`src/rtl/pio_arb_pkg.sv`:
```
// Shared types and constants for the PIO access arbiter: FSM state encoding,
// PIO register map and default widths.
package pio_arb_pkg;

   typedef enum logic [1:0] {
      IDLE,
      ISSUE,
      CAPTURE,
      RESP
   } arb_state_t;

   localparam logic [2:0] PIO_REG_DATA = 3'd0;
   localparam logic [2:0] PIO_REG_DIR  = 3'd1;
   localparam logic [2:0] PIO_REG_SET  = 3'd4;
   localparam logic [2:0] PIO_REG_CLR  = 3'd5;

   localparam int DEF_NUM_REQ = 4;
   localparam int DEF_DATA_W  = 32;
   localparam int DEF_ADDR_W  = 3;

endpackage

```
`src/rtl/pio_rr_pick.sv`:
```
// Combinational round-robin finder: first eligible requester at or after
// rr_ptr, wrapping modulo NUM_REQ. Returns a one-hot grant and any_valid.
module pio_rr_pick
   import pio_arb_pkg::*;
#(
   parameter int  NUM_REQ = DEF_NUM_REQ,
   localparam int PTR_W   = $clog2(NUM_REQ)
) (
   input  logic [NUM_REQ-1:0] valid,
   input  logic [PTR_W-1:0]   rr_ptr,
   input  logic [NUM_REQ-1:0] mask,
   output logic [NUM_REQ-1:0] grant,
   output logic               any_valid
);

   logic [NUM_REQ-1:0] eligible;
   logic [PTR_W-1:0]   idx;

   assign eligible = valid & mask;

   // NOTE: every output of this block gets a default first, so no path infers a latch.
   always_comb begin
      grant     = '0;
      any_valid = 1'b0;
      idx       = '0;
      for (int k = 0; k < NUM_REQ; k++) begin
         idx = PTR_W'((int'(rr_ptr) + k) % NUM_REQ);
         if (!any_valid && eligible[idx]) begin
            grant[idx] = 1'b1;
            any_valid  = 1'b1;
         end
      end
   end

endmodule

```
`src/rtl/pio_access_arbiter.sv`:
```
// Round-robin arbiter sharing one PIO s1 slave among NUM_REQ requesters.
// Optional macro PIO_ARB_LOCK_EN adds req_lock for atomic owner sequences.
module pio_access_arbiter
   import pio_arb_pkg::*;
#(
   parameter int NUM_REQ = DEF_NUM_REQ,
   parameter int DATA_W  = DEF_DATA_W,
   parameter int ADDR_W  = DEF_ADDR_W
) (
   input  logic                      clk,
   input  logic                      reset,
   input  logic [NUM_REQ-1:0]        req_valid,
   output logic [NUM_REQ-1:0]        req_ready,
   input  logic [NUM_REQ-1:0]        req_write,
`ifdef PIO_ARB_LOCK_EN
   input  logic [NUM_REQ-1:0]        req_lock,
`endif
   input  logic [NUM_REQ*ADDR_W-1:0] req_address,
   input  logic [NUM_REQ*DATA_W-1:0] req_writedata,
   output logic [NUM_REQ-1:0]        rsp_valid,
   output logic [DATA_W-1:0]         rsp_readdata,
   output logic [ADDR_W-1:0]         pio_address,
   output logic                      pio_chipselect,
   output logic                      pio_write_n,
   output logic [DATA_W-1:0]         pio_writedata,
   input  logic [DATA_W-1:0]         pio_readdata
);

   localparam int PTR_W = $clog2(NUM_REQ);

   arb_state_t          state, state_d;
   logic [PTR_W-1:0]    rr_ptr, rr_ptr_d;
   logic [NUM_REQ-1:0]  lat_grant, lat_grant_d;
   logic                lat_write, lat_write_d;
   logic [ADDR_W-1:0]   lat_addr, lat_addr_d;
   logic [DATA_W-1:0]   lat_wdata, lat_wdata_d;

   logic [NUM_REQ-1:0]  req_ready_d, rsp_valid_d;
   logic [DATA_W-1:0]   rsp_readdata_d, wdata_d;
   logic [ADDR_W-1:0]   addr_d;
   logic                cs_d, write_n_d;

   logic [NUM_REQ-1:0]  pick_grant, pick_mask;
   logic                pick_any;
   logic [PTR_W-1:0]    g_idx;

`ifdef PIO_ARB_LOCK_EN
   logic                locked, locked_d;
   logic [PTR_W-1:0]    owner, owner_d;
   logic                lat_lock, lat_lock_d;

   // While locked only the owner is eligible; everyone else simply waits.
   assign pick_mask = locked ? (NUM_REQ'(1) << owner) : '1;
`else
   assign pick_mask = '1;
`endif

   pio_rr_pick #(.NUM_REQ(NUM_REQ)) u_pick (
      .valid     (req_valid),
      .rr_ptr    (rr_ptr),
      .mask      (pick_mask),
      .grant     (pick_grant),
      .any_valid (pick_any)
   );

   always_comb begin
      g_idx = '0;
      for (int k = 0; k < NUM_REQ; k++)
         if (pick_grant[k]) g_idx = PTR_W'(k);
   end

   always_comb begin
      state_d        = state;
      rr_ptr_d       = rr_ptr;
      lat_grant_d    = lat_grant;
      lat_write_d    = lat_write;
      lat_addr_d     = lat_addr;
      lat_wdata_d    = lat_wdata;
      req_ready_d    = '0;
      rsp_valid_d    = '0;
      rsp_readdata_d = rsp_readdata;
      cs_d           = 1'b0;
      write_n_d      = 1'b1;
      addr_d         = '0;
      wdata_d        = '0;
`ifdef PIO_ARB_LOCK_EN
      locked_d       = locked;
      owner_d        = owner;
      lat_lock_d     = lat_lock;
`endif
      case (state)
         IDLE: begin
            if (pick_any) begin
               req_ready_d = pick_grant;
               lat_grant_d = pick_grant;
               lat_write_d = req_write[g_idx];
               lat_addr_d  = req_address[g_idx*ADDR_W +: ADDR_W];
               lat_wdata_d = req_writedata[g_idx*DATA_W +: DATA_W];
               rr_ptr_d    = PTR_W'((int'(g_idx) + 1) % NUM_REQ);
`ifdef PIO_ARB_LOCK_EN
               lat_lock_d  = req_lock[g_idx];
               if (req_lock[g_idx]) begin
                  locked_d = 1'b1;
                  owner_d  = g_idx;
               end
`endif
               state_d     = ISSUE;
            end
         end
         ISSUE: begin
            cs_d      = 1'b1;
            write_n_d = ~lat_write;
            addr_d    = lat_addr;
            wdata_d   = lat_wdata;
            state_d   = lat_write ? RESP : CAPTURE;
         end
         // Chipselect is on the bus now; the PIO's registered readdata
         // only reflects this address one cycle later, seen in RESP.
         CAPTURE: state_d = RESP;
         RESP: begin
            rsp_valid_d = lat_grant;
            if (!lat_write) rsp_readdata_d = pio_readdata;
`ifdef PIO_ARB_LOCK_EN
            if (!lat_lock) locked_d = 1'b0;
`endif
            state_d = IDLE;
         end
         default: state_d = IDLE;
      endcase
   end

   // NOTE: non-blocking assignments so every register samples pre-edge values,
   // consistent with the combinational next-state view above.
   always_ff @(posedge clk) begin
      if (reset) begin
         state          <= IDLE;
         rr_ptr         <= '0;
         lat_grant      <= '0;
         req_ready      <= '0;
         rsp_valid      <= '0;
         rsp_readdata   <= '0;
         pio_chipselect <= 1'b0;
         pio_write_n    <= 1'b1;
         pio_address    <= '0;
         pio_writedata  <= '0;
`ifdef PIO_ARB_LOCK_EN
         locked         <= 1'b0;
         owner          <= '0;
`endif
      end else begin
         state          <= state_d;
         rr_ptr         <= rr_ptr_d;
         lat_grant      <= lat_grant_d;
         req_ready      <= req_ready_d;
         rsp_valid      <= rsp_valid_d;
         rsp_readdata   <= rsp_readdata_d;
         pio_chipselect <= cs_d;
         pio_write_n    <= write_n_d;
         pio_address    <= addr_d;
         pio_writedata  <= wdata_d;
`ifdef PIO_ARB_LOCK_EN
         locked         <= locked_d;
         owner          <= owner_d;
`endif
      end
   end

   // NOTE: latched request fields are only consumed after a grant reloads
   // them, so they are left without reset.
   always_ff @(posedge clk) begin
      lat_write <= lat_write_d;
      lat_addr  <= lat_addr_d;
      lat_wdata <= lat_wdata_d;
`ifdef PIO_ARB_LOCK_EN
      lat_lock  <= lat_lock_d;
`endif
   end

endmodule

```
`config.mk`:
```
export PLATFORM = sky130hd
export DESIGN_NAME = pio_access_arbiter
export DESIGN_NICKNAME = d
export VERILOG_FILES = /design/src/rtl/pio_arb_pkg.sv /design/src/rtl/pio_rr_pick.sv /design/src/rtl/pio_access_arbiter.sv
export SDC_FILE = /design/constraint.sdc
export NUM_CORES = 1
export LEC_CHECK = 0
export CAP_MARGIN = 20
export CORE_AREA = 2 2 113 158
export DETAILED_ROUTE_END_ITERATION = 6
export DIE_AREA = 0 0 115 160
export GPL_TIMING_DRIVEN = 0
export PLACE_DENSITY = 0.67
export SETUP_SLACK_MARGIN = 0.5
export SLEW_MARGIN = 20
export SYNTH_ARGS = -nofsm -noshare
export SYNTH_HDL_FRONTEND = slang
export SYNTH_SLANG_ARGS = --single-unit
```
`constraint.sdc`:
```
create_clock -name clk -period 3.1 [get_ports clk]
set_clock_uncertainty 0.05 [all_clocks]
set_input_delay 0.93 -clock clk [delete_from_list [all_inputs] [get_ports clk]]
set_output_delay 0.93 -clock clk [all_outputs]
set_load 0.03 [all_outputs]
```
==> results summary, run 1 <==
Ranked by total cell area, the synthesized netlist is headed by sky130_fd_sc_hd__dfxtp_1, sky130_fd_sc_hd__edfxtp_1, sky130_fd_sc_hd__mux2i_1. The placed cell count came out at about 990. The smallest hold slack came out at between 0.3 and 0.4 ns.

The count of nets left with antenna violations once routing finished came out at 0. Summed over all layers, the global routing overflow is 0. The proportion of layout cells with a drive suffix above 1 is 0.1890. For this run, design rule violations remaining after detail routing come to 0. The total global routing track utilization is 0.1896. The sequential share of the synthesized area is 0.5204.

The total clock buffers created by CTS is 17. The leakage power of the design came out at between 3 and 4 nW. Yosys mapped a number of flops with a built-in enable equal to 36. Once placement finished, the instance area stood at 0.008215 mm2. The number of slew-limit violations in the final report was 0. The antenna cell count is 0. The total I/O pin count came out at 259.

The worst-case clock buffer depth came out at 2. The dominant cell by count in the synthesized netlist is sky130_fd_sc_hd__dfxtp_1. The die is 115 um wide. After legalization and detailed placement, the total HPWL measured 12770 um. The power density over cell area is ~920 mW/mm2. The min-delay analysis places its worst path in the category register to register.

The post-synthesis area per instance came out at 10.09 um2. The post-synthesis net count is 722. The number of DRC markers after the initial detailed-route iteration is 264. The top-area cell type share of the netlist area came out at 0.3182. VDD sags by at most around 550 uV. The share of flip-flops with an asynchronous set or reset is 0. Setup repair after global routing could not meet its margin everywhere. After detailed routing, the average wire length per cell comes to 16.96 um. The overall die area came out at 0.01840 mm2.

The number of max-capacitance violations reported came out at 0. The total non-filler cell area in the finished layout is 0.009653 mm2. Timing would allow up to 340.4 MHz. The arrival time at the worst endpoint came out at roughly 3.0 ns. The count of final setup violators is 0. The initial antenna violation count came out at 0. The total standard cell area after synthesis came out at 0.005348 mm2. Summed over all failing endpoints, the final setup total negative slack is 0 ns. The final cell count without fillers came out at approximately 1100. The total number of nets in the final design came out at 1031. The flow ran to the end, and the final reports show no timing, DRC or antenna violations.

The routed wire length is about 18000 um. The critical-path maximum fanout is 4. The TritonCTS sink count came out at 121. The standard cell core area came out at 0.01712 mm2.

The via-per-instance ratio is 4.755. In this design, the stage delay of the slowest critical-path cell is approximately 0.40 ns. The count of standard-cell rows is 57.

The portion of the clock cycle consumed by the worst path in the final layout is 0.9477. STA classifies the critical path startpoint as a register. The total vias in the final route is around 5000. The critical path goes through buf_6, clkinvlp_4, ha_4, mux4_2, nor4b_4, buf_4, nand2_4, o21ai_4, buf_12, buf_12, buf_6, mux2i_4, a221oi_2. For the finished layout, the period the worst path requires is around 2.9 ns. The relative slew slack came out at 0.5964.

The starting utilization of the core area came out at 0.3124. The count of cell types in the netlist is 43. Data on the critical path is required at its endpoint by between 3 and 4 ns. At the end of routability-driven placement, the weighted congestion stood at 0.8445.

The area growth from synthesis to layout came out at 80.51%. The number of hold violations in the final report is 0. STA classifies the critical path endpoint as a register. At the pin with the least slew margin, the transition time is between 0.6 and 0.7 ns. The number of synthesized register bits came out at ~120.

The clock-pin slew of the registers on the worst-case setup and hold paths came out at about 0.06 ns. The clock latency of the later-clocked register in the worst-skew pair is about 0.41 ns. The Yosys step of the flow raised 0 warnings. The count of input and output buffers is 257.

The most used flip-flop cell after synthesis is sky130_fd_sc_hd__dfxtp_1. Synthesis produced 530 cells. The library cell occupying the most area in the post-synthesis netlist is sky130_fd_sc_hd__dfxtp_1.

The vertical die dimension is around 160 um. The global-route wire length before repair is 26570 um. The number of H-tree branching levels is 4. The largest net degree at the start of global routing came out at 46.

The clock root buffer master is sky130_fd_sc_hd__clkbuf_16. The via count of the first global-routing pass is 4989. The critical path's slowest cell is sky130_fd_sc_hd__nor4b_4.

TritonCTS built the clock tree. By startpoint and endpoint, the worst setup path is classified as register to register. The first TritonRoute pass finished after 4 iterations. After synthesis, the most frequently instantiated cells are sky130_fd_sc_hd__dfxtp_1, sky130_fd_sc_hd__nor2_1, sky130_fd_sc_hd__nand2_1.
==> power breakdown <==
group / leakage [nW] / internal, mW / switching (mW) / total, mW
Sequential: 1.04 / 2.27 / 0.124 / 2.39
Combinational: 2.23 / 2.15 / 2.29 / 4.43
Clock: 0.301 / 1.29 / 0.741 / 2.03
Total: 3.57 / 5.71 / 3.15 / 8.86
==> metal layers <==
layer	part of all wire	vias to the layer above	global-route usage
met3	0.035	25	0.03909
met1	0.40	2389	0.2156
met2	0.54	130	0.3380
met5	0	-	0
met4	0.027	0	0.08105
li1	-	2487	-
==> worst paths after layout <==
kind	start	endpoint	slack, ns	cells after the start
setup / recovery	rr_ptr[1]	lat_addr[0]	0.16	13
hold / removal	lat_wdata[4]	pio_writedata[4]	0.39	1
setup reg to reg	rr_ptr[1]	lat_addr[0]	0.16	13
hold reg to reg	lat_wdata[4]	pio_writedata[4]	0.39	1
==> timing repair <==
action / CTS / global route
setup buffers: 27 / 3
endpoints found under the setup margin: 82 / 44
hold buffers: 0 / 0
gates resized for setup: 86 / 35
pin swaps: 7 / 6
gates cloned: 3 / 0
==> worst max-delay path: cells and delay by family (launching register included) <==
family,cells,cell delay [ns]
AO/OA/AOI/OAI,2,0.19
multiplexers,2,0.57
adder cells (fa/ha/maj),1,0.30
flip-flops,1,0.35
AND/OR/NAND/NOR,2,0.46
buffers and inverters,6,0.79
==> registers in the layout (all words and copies together), names as in the netlist <==
| name | count |
|---|---|
| lat_addr | 3 |
| rsp_readdata | 32 |
| req_ready | 4 |
| state | 2 |
| lat_grant | 4 |
| lat_write | 1 |
| pio_write_n | 1 |
| pio_writedata | 32 |
| pio_chipselect | 1 |
| pio_address | 3 |
| rr_ptr | 2 |
| rsp_valid | 4 |
| lat_wdata | 32 |
==> cells by family (layout without fill, tap and decap cells) <==
family,after synthesis,count (layout),share of synthesized area
AND/OR/NAND/NOR,214,214,0.1811
flip-flops,121,121,0.5204
AO/OA/AOI/OAI,98,98,0.1402
buffers and inverters,44,366,0.04492
multiplexers,43,43,0.09008
adder cells (fa/ha/maj),10,10,0.02340
==> stage by stage <==
step                      total power, mW    util  setup slack, ns
after global placement              5.719  0.4800          -0.8155
after detailed placement            5.758  0.4800          -0.9002
after global routing                9.318  0.5640          0.03851
final                               8.858  0.5640           0.1622
after CTS                           8.593  0.5503           0.2016
after floorplan                     4.569       -           0.1604
==> cell usage in the layout, fill, tap and decap left out, types with 3 or more instances in the layout <==
| cell | synthesis | routed |
|---|---|---|
| sky130_fd_sc_hd__clkdlybuf4s50_1 | 0 | 253 |
| sky130_fd_sc_hd__dfxtp_1 | 85 | 83 |
| sky130_fd_sc_hd__nor2_1 | 82 | 82 |
| sky130_fd_sc_hd__nand2_1 | 72 | 70 |
| sky130_fd_sc_hd__and2_1 | 40 | 40 |
| sky130_fd_sc_hd__a21oi_1 | 39 | 37 |
| sky130_fd_sc_hd__edfxtp_1 | 36 | 36 |
| sky130_fd_sc_hd__buf_4 | 1 | 32 |
| sky130_fd_sc_hd__a221oi_2 | 7 | 22 |
| sky130_fd_sc_hd__mux2i_1 | 38 | 19 |
| sky130_fd_sc_hd__clkbuf_16 | 0 | 17 |
| sky130_fd_sc_hd__clkbuf_1 | 19 | 16 |
| sky130_fd_sc_hd__mux2i_4 | 0 | 13 |
| sky130_fd_sc_hd__a221oi_1 | 30 | 13 |
| sky130_fd_sc_hd__ha_1 | 10 | 9 |
| sky130_fd_sc_hd__buf_6 | 4 | 8 |
| sky130_fd_sc_hd__buf_12 | 1 | 7 |
| sky130_fd_sc_hd__nor2b_1 | 6 | 6 |
| sky130_fd_sc_hd__mux2i_2 | 0 | 6 |
| sky130_fd_sc_hd__nand2b_1 | 5 | 5 |
| sky130_fd_sc_hd__clkinv_4 | 0 | 4 |
| sky130_fd_sc_hd__buf_8 | 1 | 4 |
| sky130_fd_sc_hd__mux4_2 | 4 | 4 |
| sky130_fd_sc_hd__clkinv_2 | 0 | 4 |
| sky130_fd_sc_hd__inv_1 | 6 | 3 |
| sky130_fd_sc_hd__clkinvlp_4 | 0 | 3 |
| sky130_fd_sc_hd__a221oi_4 | 1 | 3 |
| sky130_fd_sc_hd__o21ai_0 | 5 | 3 |
| sky130_fd_sc_hd__clkbuf_2 | 0 | 3 |
| sky130_fd_sc_hd__bufinv_16 | 0 | 3 |
| sky130_fd_sc_hd__inv_6 | 0 | 3 |
| sky130_fd_sc_hd__buf_16 | 0 | 3 |
==> final cells by class <==
class	count	area, um2
clock inverter	14	170.2
fill	1486	7463
multi-input combinational	365	2734
timing repair buffer	290	2920
buffer	37	305.3
sequential	121	2788
clock buffer	18	439.2
tap	206	257.7
inverter	7	38.79
No activity file was read; power rests on OpenSTA's default activity.
==> inputs of run 2 (changes only) <==
- TNS_END_PERCENT: unset -> 50
==> run 2 against run 1 <==
Combinational power hardly changed. Fmax rose by 1.2%. Clock-buffer cell count is the same. Design area is 0.58% higher. First-iteration DRC count increased by 0.76%. Sequential share of layout area down 0.17 points.
==> results summary, run 2 (synthesis gave the netlist of run 1 again) <==
Run status: finished clean (unchanged). The clock latency of the later-clocked register in the worst-skew pair came out at 0.41 ns (about the same). The worst-case clock buffer depth came out at 2 (unchanged). The data required time at the worst endpoint came out at 3.20 ns (about the same). In this design, the critical path's most frequently occurring cell is sky130_fd_sc_hd__buf_12. The initial antenna violation count is 0 (unchanged).

The power density over cell area was 911.3 mW/mm2 (was 917.7 mW/mm2). The slew at the pin closest to its max-slew limit was 0.6280 ns (was 0.6054 ns). The placer congestion estimate is 0.8283 (was 0.8445). The clock root buffer master was sky130_fd_sc_hd__clkbuf_16 (unchanged). The remaining global-route overflow is 0 (unchanged). The overall die area is 0.01840 mm2 (unchanged). The area occupied by registers came out at 0.002788 mm2 (unchanged). The number of H-tree branching levels is 4 (unchanged). The smallest hold slack came out at 0.3862 ns (was 0.3874 ns). Top library cells by usage in the layout, fill and taps aside: sky130_fd_sc_hd__clkdlybuf4s50_1, sky130_fd_sc_hd__dfxtp_1, sky130_fd_sc_hd__nor2_1, sky130_fd_sc_hd__nand2_1, sky130_fd_sc_hd__and2_1 (unchanged). The arrival time at the worst endpoint came out at 3.00 ns (was 3.04 ns). The die outline width came out at 115 um (unchanged). The commonest non-fill, non-tap cell in the layout was sky130_fd_sc_hd__clkdlybuf4s50_1 (unchanged).

The area growth from synthesis to layout is 81.56% (was 80.51%). The largest net degree at the start of global routing is 46 (unchanged). The kind of critical path was input pin to register (was register to register). The count of standard-cell rows came out at 57 (unchanged). The count of nets left with antenna violations after detail routing came out at 0 (unchanged). The total I/O pin count is 259 (unchanged). The via-per-instance ratio is 4.777 (was 4.755). Largest registers ranked by flip-flop count: lat_wdata x32, pio_writedata x32, rsp_readdata x32 (unchanged).

The vertical die dimension is 160 um (unchanged). The number of max-capacitance violations reported came out at 0 (unchanged). The HPWL after detailed placement came out at 12850 um (was 12770 um).

The count of input and output buffers was 257 (unchanged). The TritonCTS sink count is 121 (unchanged). The filler cell count is 1471 (was 1486). The total area of multi-input combinational cells came to 0.002774 mm2 (was 0.002734 mm2). The critical-path maximum fanout is 8 (was 4). The total vias in the final route was 5054 (was 5031).

Unrepaired setup endpoints after global routing: true (unchanged). The global-route wire length before repair came out at 26940 um (was 26570 um). The final critical delay including setup and external delays came out at 2.902 ns (was 2.938 ns).

The number of DRC markers after the initial detailed-route iteration is 266 (was 264). The starting utilization of the core area came out at 0.3124 (unchanged). The total global routing track utilization is 0.1929 (was 0.1896). The total clock buffers created by CTS is 17 (unchanged).

The proportion of layout cells with a drive suffix above 1 is 0.1972 (was 0.1890). The routed wire length is 18150 um (was 17940 um). The leakage power of the design is 3.552 nW (was 3.565 nW). The element type at the critical path start is an input pin (was register).

The number of detailed-routing iterations run before antenna repair came out at 4 (unchanged). The top achievable clock speed came to 344.6 MHz (was 340.4 MHz). The via count of the first global-routing pass came out at 5054 (was 4989).

The clock tree from TritonCTS was built (unchanged). The total number of nets in the final design came to 1031 (unchanged). Cell breakdown of the critical path: buf_8, mux4_2, nor4b_4, nand2_2, o21ai_4, buf_12, buf_12, buf_12, mux2i_2, a221oi_2 (was buf_6, clkinvlp_4, ha_4, mux4_2, nor4b_4, buf_4, nand2_4, o21ai_4, buf_12, buf_12, buf_6, mux2i_4, a221oi_2). The average wire per standard cell is 17.16 um (was 16.96 um).

The number of slew-limit violations in the final report is 0 (unchanged). The worst hold path class is register to register (unchanged). The count of final setup violators is 0 (unchanged). The maximum vdd ir drop was 419.4 uV (was 545.5 uV).

The number of hold violations in the final report came out at 0 (unchanged). The standard cell core area came out at 0.01712 mm2 (unchanged). The kind of end point of the critical path is a register (unchanged). The relative slew slack came out at 0.5814 (was 0.5964). The final routed DRC violation total came out at 0 (unchanged). The share of the core filled with cells in the final layout came to 0.5673 (was 0.5640).

The critical path's slowest cell is sky130_fd_sc_hd__mux4_2 (was sky130_fd_sc_hd__nor4b_4). The portion of the clock cycle consumed by the worst path in the final layout came out at 0.9362 (was 0.9477). The delay contributed by the slowest stage of the critical path is 0.56 ns (was 0.40 ns). The clock-pin slew of the registers on the worst-case setup and hold paths came out at 0.06 ns (about the same). The number of hold buffers added after cts came out at 0 (unchanged). The antenna cell count is 0 (unchanged).
run 2: worst max-delay path: cells and delay by family:
| family | cells | cell delay [ns] |
|---|---|---|
| muxes | 2 | 0.81 |
| and+or+nand+nor | 2 | 0.57 |
| buffers and inverters | 4 | 0.52 |
| AOI/OAI and AO/OA | 2 | 0.17 |
run 2: per-stage QoR:
| step | std cells | total power [mW] | cell area, um2 | TNS [ns] | setup WS (ns) |
|---|---|---|---|---|---|
| after global placement | 993 | 5.652 | 8179 | -46.61 | -0.9111 |
| after global routing | 1058 | 9.289 | 9709 | 0 | 0.1642 |
| final | 1058 | 8.848 | 9709 | 0 | 0.1977 |
| after floorplan | 530 | 4.501 | 5349 | 0 | 0.1598 |
| after CTS | 1054 | 8.631 | 9494 | 0 | 0.2378 |
| after detailed placement | 993 | 5.692 | 8179 | -48.72 | -0.9380 |
run 2: what timing repair did:
item                                    in CTS  in global routing
gates resized for setup                    110                 37
buffers inserted                            27                  4
endpoints found under the setup margin      82                 44
gates cloned                                 2                  0
hold endpoints to repair                     0                  0
pin swaps                                   11                 10
run 2: cell type report:
class / count / area share
multi-input combinational: 365 / 0.2857
clock buffer: 18 / 0.04523
timing repair buffer: 290 / 0.3039
clock inverter: 14 / 0.01753
buffer: 37 / 0.03003
tap: 206 / 0.02655
sequential: 121 / 0.2871
inverter: 7 / 0.003995
run 2: layer usage:
metal | up-vias | GRT usage | wire, um
met3 | 37 | 0.04250 | 697
met1 | 2386 | 0.2133 | 6956
met4 | 0 | 0.06955 | 510
li1 | 2484 | - | -
met2 | 147 | 0.3551 | 9990
met5 | - | 0 | 0
run 2: worst paths after layout:
check,from,endpoint,slack [ns],cells past startpoint
max,req_valid[3],lat_wdata[21],0.20,10
min,lat_wdata[18],pio_writedata[18],0.39,1
max reg2reg,rr_ptr[1],lat_wdata[21],0.23,12
min reg2reg,lat_wdata[18],pio_writedata[18],0.39,1
run 2: where the power goes:
| part | internal [mW] | leakage (nW) | switching (mW) | total [mW] |
|---|---|---|---|---|
| clock | 1.29 | 0.291 | 0.730 | 2.02 |
| sequential | 2.27 | 1.04 | 0.127 | 2.40 |
| combinational | 2.12 | 2.22 | 2.31 | 4.43 |
| total | 5.68 | 3.55 | 3.17 | 8.85 |
==> inputs of run 3 (changes only) <==
- CORE_AREA: 2 2 113 158 -> 2 2 105 148
- DIE_AREA: 0 0 115 160 -> 0 0 107 150
- PLACE_DENSITY: 0.67 -> 0.76
==> run 3 against run 2 <==
Hold slack worse by 0.00073 ns. Sequential power hardly changed. Critical path depth up 2. Total power fell by 1.0%. Setup slack got worse by 0.0064 ns. Largest cell class unchanged.
==> results summary, run 3 (synthesis gave the netlist of run 1 again) <==
The area growth from synthesis to layout is 80.81% (was 81.56%). The portion of the clock cycle consumed by the worst path in the final layout was 0.9383 (was 0.9362). The standard cell core area came out at 0.01479 mm2 (was 0.01712 mm2).

The via count of the first global-routing pass came to 5150 (was 5054). The number of detailed-routing iterations run before antenna repair was 4 (unchanged). The worst-case clock buffer depth was 2 (unchanged). The total vias in the final route came out at 5176 (was 5054). The critical register-to-register path startpoint is rr_ptr[1] (unchanged). The number of max-capacitance violations reported came to 0 (unchanged).

The leakage power of the design is 3.617 nW (was 3.552 nW). Unrepaired setup endpoints after global routing: true (unchanged). The count of final setup violators is 0 (unchanged). The minimum setup slack after placement came out at -0.9028 ns (was -0.9380 ns). The critical-path maximum fanout was 5 (was 8). The clock root buffer master was sky130_fd_sc_hd__clkbuf_16 (unchanged).

The count of input and output buffers was 257 (unchanged). The total global routing track utilization is 0.2167 (was 0.1929). The arrival time at the worst endpoint came to 2.99 ns (was 3.00 ns).

The total number of nets in the final design is 1040 (was 1031). The number of hold buffers added after cts is 0 (unchanged). The vertical die dimension was 150 um (was 160 um). The worst reg-to-reg setup slack came out at 0.19 ns (was 0.23 ns). The global-route wire length before repair is 26600 um (was 26940 um).

The HPWL after detailed placement is 12360 um (was 12850 um). Top library cells by usage in the layout, fill and taps aside: sky130_fd_sc_hd__clkdlybuf4s50_1, sky130_fd_sc_hd__dfxtp_1, sky130_fd_sc_hd__nor2_1, sky130_fd_sc_hd__nand2_1, sky130_fd_sc_hd__and2_1 (unchanged). The top achievable clock speed is 343.8 MHz (was 344.6 MHz). The data required time at the worst endpoint came out at 3.18 ns (was 3.20 ns).

The routed wire length is 18350 um (was 18150 um). The number of DRC markers after the initial detailed-route iteration came out at 217 (was 266). The share of the core filled with cells in the final layout is 0.6539 (was 0.5673).

The number of slew-limit violations in the final report came out at 0 (unchanged). The count of nets left with antenna violations after detail routing is 0 (unchanged). The total clock buffers created by CTS is 17 (unchanged). The slew at the pin closest to its max-slew limit was 0.5982 ns (was 0.6280 ns). The power density over cell area came out at 905.9 mW/mm2 (was 911.3 mW/mm2).

The initial antenna violation count came to 0 (unchanged). The proportion of layout cells with a drive suffix above 1 is 0.1905 (was 0.1972). The kind of end point of the critical path is a register (unchanged). The number of H-tree branching levels came out at 4 (unchanged).

The maximum vdd ir drop is 517.4 uV (was 419.4 uV). The largest net degree at the start of global routing is 46 (unchanged). The overall die area came out at 0.01605 mm2 (was 0.01840 mm2). The average wire per standard cell is 17.41 um (was 17.16 um).

The worst hold path class is register to register (unchanged). The TritonCTS sink count came out at 121 (unchanged). The total I/O pin count came out at 259 (unchanged).

The kind of critical path is register to register (was input pin to register). The final critical-path setup slack came out at 0.1913 ns (was 0.1977 ns). The clock tree from TritonCTS is built (unchanged). The placer congestion estimate came out at 0.8644 (was 0.8283).

The element type at the critical path start is a register (was input pin). The count of standard-cell rows is 53 (was 57). The terminus of the critical flop-to-flop path is lat_wdata[20] (was lat_wdata[21]). The via-per-instance ratio is 4.911 (was 4.777). The clock latency of the later-clocked register in the worst-skew pair came out at 0.40 ns (was 0.41 ns).

The source of the worst hold timing path is lat_wdata[19] (was lat_wdata[18]). Run status: finished clean (unchanged). The relative slew slack came out at 0.6012 (was 0.5814). The worst hold path stage count came out at 1 (unchanged).

The clock-pin slew of the registers on the worst-case setup and hold paths came to 0.06 ns (about the same). The commonest non-fill, non-tap cell in the layout is sky130_fd_sc_hd__clkdlybuf4s50_1 (unchanged). The remaining global-route overflow is 0 (unchanged).

The worst reg-to-reg path cell count is 12 (unchanged). The final routed DRC violation total came out at 0 (unchanged). The number of hold violations in the final report is 0 (unchanged). The final critical delay including setup and external delays came out at 2.909 ns (was 2.902 ns). The die outline width is 107 um (was 115 um). The sink of the worst hold path was pio_writedata[19] (was pio_writedata[18]). The starting utilization of the core area is 0.3616 (was 0.3124). Largest registers ranked by flip-flop count: lat_wdata x32, pio_writedata x32, rsp_readdata x32 (unchanged).
run 3: changes by cell type in the layout (fill, tap and decap cells not counted), sizes merged:
cell | before | now
mux4 | 4 | 5
clkinvlp | 5 | 6
buf | 55 | 63
diode | 0 | 1
clkinv | 6 | 5
run 3: power breakdown:
part / total, mW / switching, mW / internal [mW]
Combinational: 4.32 / 2.26 / 2.06
Clock: 2.04 / 0.748 / 1.29
Sequential: 2.40 / 0.132 / 2.27
Total: 8.76 / 3.14 / 5.62
run 3: stage by stage:
step / area (um2) / TNS, ns / power [mW] / cells / hold slack, ns
CTS: 9373 / 0 / 8.355 / 1041 / 0.3873
detailed placement: 8162 / -43.69 / 5.636 / 979 / 0.3745
global route: 9667 / 0 / 9.175 / 1053 / 0.4006
finish: 9669 / 0 / 8.760 / 1054 / 0.3855
floorplan: 5349 / 0 / 4.501 / 530 / 0.3703
global placement: 8162 / -40.47 / 5.582 / 979 / 0.3737
run 3: worst max-delay path by stage:
| stage | from | to | slack [ns] | cells after the start |
|---|---|---|---|---|
| 3_3_place_gp | req_valid[3] | lat_wdata[3] | -0.85 | 8 |
| 6_report | rr_ptr[1] | lat_wdata[20] | 0.19 | 12 |
| 5_1_grt | rr_ptr[0] | lat_wdata[5] | 0.13 | 12 |
| 4_1_cts | req_valid[3] | lat_wdata[4] | 0.31 | 10 |
| 2_1_floorplan | req_valid[3] | lat_wdata[21] | 0.16 | 8 |
| 3_5_place_dp | req_valid[3] | lat_wdata[3] | -0.90 | 8 |
run 3: area by class of cell:
class                           count  area (um2)
Sequential cell                   121        2788
Clock buffer                       18       439.2
Tap cell                          192       240.2
Multi-Input combinational cell    366        2689
Clock inverter                     14       171.4
Timing Repair Buffer              298        3010
Fill cell                        1119        5119
Buffer                             37       290.3
Inverter                            7       38.79
Antenna cell                        1       2.502
run 3: metal layers:
layer / GRT usage / share of wire
met1: 0.2427 / 0.39
met2: 0.3997 / 0.54
met3: 0.04225 / 0.042
met4: 0.08506 / 0.029
met5: 0 / 0
run 3: critical path, stage by stage, from the launching register on:
cell and delay (ns):
sky130_fd_sc_hd__dfxtp_2 0.35, sky130_fd_sc_hd__buf_6 0.12, sky130_fd_sc_hd__clkinvlp_4 0.12, sky130_fd_sc_hd__ha_4 0.31
sky130_fd_sc_hd__mux4_2 0.34, sky130_fd_sc_hd__buf_4 0.18, sky130_fd_sc_hd__inv_1 0.17, sky130_fd_sc_hd__a221oi_4 0.10
sky130_fd_sc_hd__o21ai_4 0.27, sky130_fd_sc_hd__buf_12 0.15, sky130_fd_sc_hd__buf_8 0.13, sky130_fd_sc_hd__mux2i_1 0.24
sky130_fd_sc_hd__a221oi_1 0.12
run 3: timing repair:
action                                  CTS  global route
hold endpoints to repair                  0             0
resized for setup                       100            32
endpoints found under the setup margin   82            43
buffers inserted                         27             9
pin swaps                                14             8
cloned                                    3             3
